## config.mk

```make
export PLATFORM = sky130hd
export DESIGN_NAME = pipe_intr_controller
export DESIGN_NICKNAME = d
export VERILOG_FILES = /design/src/rtl/intr_pkg.sv /design/src/rtl/intr_prio_enc.sv /design/src/rtl/pipe_intr_controller.sv
export SDC_FILE = /design/constraint.sdc
export NUM_CORES = 1
export LEC_CHECK = 0
export ABC_AREA = 0
export ABC_CLOCK_PERIOD_IN_PS = 1800
export CAP_MARGIN = 40
export CORE_MARGIN = 2
export CORE_UTILIZATION = 37
export DETAILED_ROUTE_END_ITERATION = 7
export GPL_ROUTABILITY_DRIVEN = 0
export PLACE_DENSITY = 0.77
export SYNTH_ARGS = -nofsm -noshare
export SYNTH_HDL_FRONTEND = slang
export SYNTH_SLANG_ARGS = --single-unit
```

## constraint.sdc

```tcl
create_clock -name clk -period 1.8 [get_ports clk]
set_clock_uncertainty 0.1 [all_clocks]
set_input_delay 0.36 -clock clk [delete_from_list [all_inputs] [get_ports clk]]
set_output_delay 0.36 -clock clk [all_outputs]
set_load 0.02 [all_outputs]
```

## src/rtl/intr_pkg.sv

```systemverilog
// Shared definitions for the pipelined-CPU interrupt controller:
// FSM state encoding and config register addresses.
package intr_pkg;

    typedef enum logic [1:0] {
        IDLE = 2'd0,
        REQ  = 2'd1,
        SERV = 2'd2
    } state_e;

    localparam logic [1:0] ADDR_MASK = 2'd0;
    localparam logic [1:0] ADDR_PEND = 2'd1;
    localparam logic [1:0] ADDR_EOI  = 2'd2;
    localparam logic [1:0] ADDR_STAT = 2'd3;

    localparam int STAT_INTR_BIT = 7;
    localparam int STAT_SERV_BIT = 8;

endpackage

```

## src/rtl/intr_prio_enc.sv

```systemverilog
// Combinational fixed-priority encoder: the lowest set request index wins.
module intr_prio_enc #(
    parameter int NIRQ = 8,
    parameter int IDW  = 3
) (
    input  logic [NIRQ-1:0] req,
    output logic            valid,
    output logic [IDW-1:0]  id
);

    always_comb begin
        // NOTE: every output gets a default before the loop, so no path leaves a latch.
        valid = |req;
        id    = '0;
        // Scanning downward lets the lowest set index overwrite any higher one.
        for (int i = NIRQ - 1; i >= 0; i--) begin
            if (req[i]) begin
                id = IDW'(i);
            end
        end
    end

endmodule

```

## src/rtl/pipe_intr_controller.sv

```systemverilog
// Edge-latching, masked, fixed-priority interrupt controller with a single
// in-service slot released by an EOI write on the config port.
module pipe_intr_controller
    import intr_pkg::*;
#(
    parameter int NIRQ = 8,
    parameter int IDW  = $clog2(NIRQ)
) (
    input  logic            clk,
    input  logic            clr,
    input  logic [NIRQ-1:0] irq,
    input  logic            inta,
    output logic            intr,
    output logic [IDW-1:0]  intr_id,
    output logic            in_service,
    input  logic            cfg_we,
    input  logic [1:0]      cfg_addr,
    input  logic [31:0]     cfg_wdata,
    output logic [31:0]     cfg_rdata
);

    state_e          state_q, state_d;
    logic [NIRQ-1:0] irq_q;
    logic [NIRQ-1:0] pending_q, pending_d;
    logic [NIRQ-1:0] mask_q, mask_d;
    logic            intr_q, intr_d;
    logic [IDW-1:0]  intr_id_q, intr_id_d;
    logic            in_service_q, in_service_d;

    logic [NIRQ-1:0] eligible;
    logic [NIRQ-1:0] rise;
    logic [NIRQ-1:0] pend_clr;
    logic            elig_valid;
    logic [IDW-1:0]  elig_id;
    logic            mask_we, pend_we, eoi_we;
    logic            unused_wdata;

    assign eligible     = pending_q & mask_q;
    assign unused_wdata = ^cfg_wdata;

    intr_prio_enc #(
        .NIRQ (NIRQ),
        .IDW  (IDW)
    ) u_prio_enc (
        .req   (eligible),
        .valid (elig_valid),
        .id    (elig_id)
    );

    always_comb begin
        mask_we   = cfg_we && (cfg_addr == ADDR_MASK);
        pend_we   = cfg_we && (cfg_addr == ADDR_PEND);
        eoi_we    = cfg_we && (cfg_addr == ADDR_EOI);
        rise      = irq & ~irq_q;
        state_d   = state_q;
        intr_id_d = intr_id_q;
        pend_clr  = pend_we ? cfg_wdata[NIRQ-1:0] : '0;
        mask_d    = mask_we ? cfg_wdata[NIRQ-1:0] : mask_q;

        unique case (state_q)
            IDLE: begin
                if (elig_valid) begin
                    state_d   = REQ;
                    intr_id_d = elig_id;
                end
            end
            REQ: begin
                // Acknowledge beats a same-cycle mask clear of the requested line.
                if (inta) begin
                    state_d             = SERV;
                    pend_clr[intr_id_q] = 1'b1;
                end else if (!mask_d[intr_id_q]) begin
                    state_d = IDLE;
                end
            end
            SERV: begin
                if (eoi_we) begin
                    state_d = IDLE;
                end
            end
            default: state_d = IDLE;
        endcase

        // A new edge wins over any clear landing in the same cycle.
        pending_d    = (pending_q & ~pend_clr) | rise;
        intr_d       = (state_d == REQ);
        in_service_d = (state_d == SERV);
    end

    always_ff @(posedge clk) begin
        // NOTE: state registers use non-blocking assignments so all flops update together.
        if (clr) begin
            state_q      <= IDLE;
            irq_q        <= '0;
            pending_q    <= '0;
            mask_q       <= '1;
            intr_q       <= 1'b0;
            intr_id_q    <= '0;
            in_service_q <= 1'b0;
        end else begin
            state_q      <= state_d;
            irq_q        <= irq;
            pending_q    <= pending_d;
            mask_q       <= mask_d;
            intr_q       <= intr_d;
            intr_id_q    <= intr_id_d;
            in_service_q <= in_service_d;
        end
    end

    always_comb begin
        cfg_rdata = '0;
        unique case (cfg_addr)
            ADDR_MASK: cfg_rdata[NIRQ-1:0] = mask_q;
            ADDR_PEND: cfg_rdata[NIRQ-1:0] = pending_q;
            ADDR_EOI:  cfg_rdata = '0;
            ADDR_STAT: begin
                cfg_rdata[STAT_SERV_BIT] = in_service_q;
                cfg_rdata[STAT_INTR_BIT] = intr_q;
                cfg_rdata[IDW-1:0]       = intr_id_q;
            end
            default: cfg_rdata = '0;
        endcase
    end

    assign intr       = intr_q;
    assign intr_id    = intr_id_q;
    assign in_service = in_service_q;

endmodule

```

==> results.txt <==
The tools report the area inside the core boundary as 0.00441 mm². In the routed design, unresolved DRC markers number 0. The root buffer cell chosen for the clock tree is sky130_fd_sc_hd__clkbuf_8. The critical path crosses 7 cells after its start point.

The logs give 155 for the number of design-rule violations left by the first detailed-router iteration and 4 for the iteration count of the initial detailed-routing pass. Using the TritonRoute via totals, the vias-per-cell ratio works out to 5.21. Along the worst hold path, the cell count comes to 2.

In the final routed layout, each cell accounts on average for 14.2 µm. The routed layout has 1611 vias. The cell family contributing the most delay on the critical path is compound AO/OA/AOI/OAI gates.

Post-CTS timing repair inserted 0 buffers for setup. The tools report the placement row count as 24. Pin placement for this block handled 83 I/O pins. The flow ran to the end, and the final reports show no timing, DRC or antenna violations. The worst setup path is captured at a flip-flop. The H-tree was split into 2 levels. Clock-pin slew was measured on the worst setup and hold paths at 0.07 ns. Dominant synthesized flop cell: sky130_fd_sc_hd__dfxtp_1. Yosys mapped a number of flops with a built-in enable equal to 0. Across all hold checks on the routed design, the worst slack comes to 0.351 ns.

The tools report the clock network latency to the later pin of the worst-skew pair as 0.29 ns. The logs give 0 for the number of warnings reported in the yosys synthesis log and 0 for the number of slew-limit violations in the final report. The worst reg-to-reg path cell count came out at 6.

For the starting density of the core, the log shows 0.388. The proportion of register bits with asynchronous set or reset after synthesis is 0. The number of different library cells used by synthesis comes to 38. For the final number of hold-violating endpoints, the log shows 0.

The most frequently used cell type in the post-synthesis netlist was sky130_fd_sc_hd__dfxtp_1. Measured along the x axis, the die boundary spans 72.1 µm. No sink is reached through more buffers than the 2 on the longest clock path. The share of final-layout standard cells stronger than drive strength 1 is 0.214. Summed over all layers, the routed wires come to 4.39 mm.

By area the synthesized netlist is led by sky130_fd_sc_hd__dfxtp_1 36%, sky130_fd_sc_hd__buf_4 10%, sky130_fd_sc_hd__nand2_1 4.8%. Highest-delay cell along the critical path: sky130_fd_sc_hd__nor3b_4. The type of the worst min-delay path is flip-flop to flip-flop. The arrival time of the worst setup path is 1.82 ns, and the number of instances in the placed design is 302. The net count reported at finish came out at 303. Post-synthesis sequential area ratio: 0.362. VDD sags by at most 0.367 mV. Counting instances in the post-synthesis netlist gives the leading cell types as 31 x sky130_fd_sc_hd__dfxtp_1, 23 x sky130_fd_sc_hd__buf_4, 22 x sky130_fd_sc_hd__nand2_1. The fraction of the core area covered by cells at the end of the flow is 0.523. Clock sink count: 31.

The path type of the worst setup path is input pin to flip-flop. The layout has 420 filler cells. TritonCTS built the clock tree.

The die area was 0.00519 mm²; the power per cell area was 854 mW/mm². The fraction of post-synthesis cell area in the top cell type by area is 0.362, and the critical path required time is 1.87 ns. 0 antenna diodes ended up in the layout. Entering global routing, the biggest net connects 33 pins. In this design, the stage delay of the slowest critical-path cell is 0.30 ns. For the pin with the worst max-slew slack, the measured transition is 0.469 ns. Along the worst path, the maximum fanout reaches 4. Summed over all cells, the static leakage comes to 0.00106 µW. The synthesized area per cell is 8.57 µm². The area added between synthesis and finish is 34.7%. The run gives 0.177 as the total track usage. The wire-length estimate of the detail-placed layout is 3.27 mm. Buffers inserted during clock tree synthesis total 5. Synthesis produced 200 cells. Based on the critical path, the design can be clocked at up to 570 MHz. The library cell with the largest summed area after synthesis is sky130_fd_sc_hd__dfxtp_1. Number of antenna-violating nets in the routed design: 0. The number of setup violations in the final report is 0, and the y dimension of the die is 72.1 µm. The run gives 0 as the number of antenna violations at the first check in global routing.

For the finished layout, the period the worst path requires is 1.75 ns. The count of state elements after synthesis was 31; the buffering stage count on the worst path with inverters included was 2. Number of global-route vias before repair: 1502.

The total of buffers placed on input and output ports came out at 35. Remaining max-slew budget at the tightest pin: 0.679. The hold buffer count at CTS was 0.

For the total global routing overflow, the log shows 0. Traced cell by cell, the critical path runs through clkdlybuf4s15_1, nor3b_4, buf_6, mux2i_2, a22oi_2, o221ai_2, o22ai_1. The area of the mapped netlist is 0.00171 mm², and the final cycle utilization of the critical path is 0.974.

The number of max-cap violations is 0, and the final cell count without fillers is 309. The first global-routing pass estimated 7.04 mm of wire. Element type at the critical path start: an input pin.
layout by cell type, fill, tap and decap left out, drive strengths merged, types with 3 or more instances in the layout:
cell type      instances
a22oi                  5
a21o                   5
inv                   12
mux2                   3
buf                   30
a221oi                 4
a22o                   7
mux2i                  8
nand2                 22
dlygate4sd2            3
nand2b                10
clkdlybuf4s15          6
clkbuf                 6
clkdlybuf4s50         20
conb                  23
o21ai                  5
a21oi                 10
dfxtp                 31
nor2                  11
a211oi                 3
nor2b                 10
cell type report:
type / count / area, µm² / area share
Timing Repair Buffer: 60 / 528 / 0.229
Clock inverter: 1 / 5.00 / 0.00217
Inverter: 12 / 45.0 / 0.0195
Clock buffer: 6 / 82.6 / 0.0358
Sequential cell: 31 / 622 / 0.269
Tap cell: 52 / 65.1 / 0.0282
Multi-Input combinational cell: 147 / 961 / 0.416
flip-flops by register name, indices dropped and copies added (netlist names):
register	count
intr	1
irq_q	8
intr_id	3
state_q	2
pending_q	8
in_service	1
mask_q	8
per-layer routing:
layer | wire (µm) | global-route usage
met5 | 0 | 0
met4 | 106 | 0.0818
met3 | 458 | 0.0500
met2 | 2030 | 0.273
met1 | 1790 | 0.228
worst reg2reg max path, cell delays in order, from the launching register on:
cell                       delay (ns)
sky130_fd_sc_hd__dfxtp_1         0.34
sky130_fd_sc_hd__buf_4           0.15
sky130_fd_sc_hd__a22oi_1         0.24
sky130_fd_sc_hd__nand2_1         0.12
sky130_fd_sc_hd__o21ai_0         0.35
sky130_fd_sc_hd__a211oi_1        0.08
sky130_fd_sc_hd__a32o_1          0.22
final timing paths:
path	startpoint	to	slack, ns
max	cfg_we	intr	0.05
min	irq_q[1]	pending_q[1]	0.35
max reg2reg	pending_q[0]	intr_id[0]	0.09
min reg2reg	irq_q[1]	pending_q[1]	0.35
through the flow:
stage	worst slack (ns)	setup TNS, ns	cell area [µm²]	total power [µW]
floorplan	0.0825	0	1800	1200
global placement	-0.767	-12.08	2180	1410
detailed placement	-0.796	-13.30	2180	1420
CTS	-0.00599	-0.00701	2280	1970
global route	-0.0260	-0.0370	2310	2070
finish	0.0462	0	2310	1970
repair_timing:
item,4_1_cts,5_1_grt
setup endpoints to repair,22,10
resized for setup,35,19
pin swaps,0,3
gates cloned,0,0
power by group:
group	internal, µW	total (µW)	switching (µW)
logic	281	615	335
clock network	299	550	250
registers	753	806	53.2
cell families (layout without fill, tap and decap cells):
family / Yosys count / in the layout / share of synthesized area
AND/OR/NAND/NOR: 63 / 63 / 0.192
AO/OA/AOI/OAI: 48 / 48 / 0.199
buffers and inverters: 44 / 79 / 0.152
flip-flops: 31 / 31 / 0.362
multiplexers: 13 / 13 / 0.0927
other: 1 / 23 / 0.00219
No activity file was read; power rests on OpenSTA's default activity.
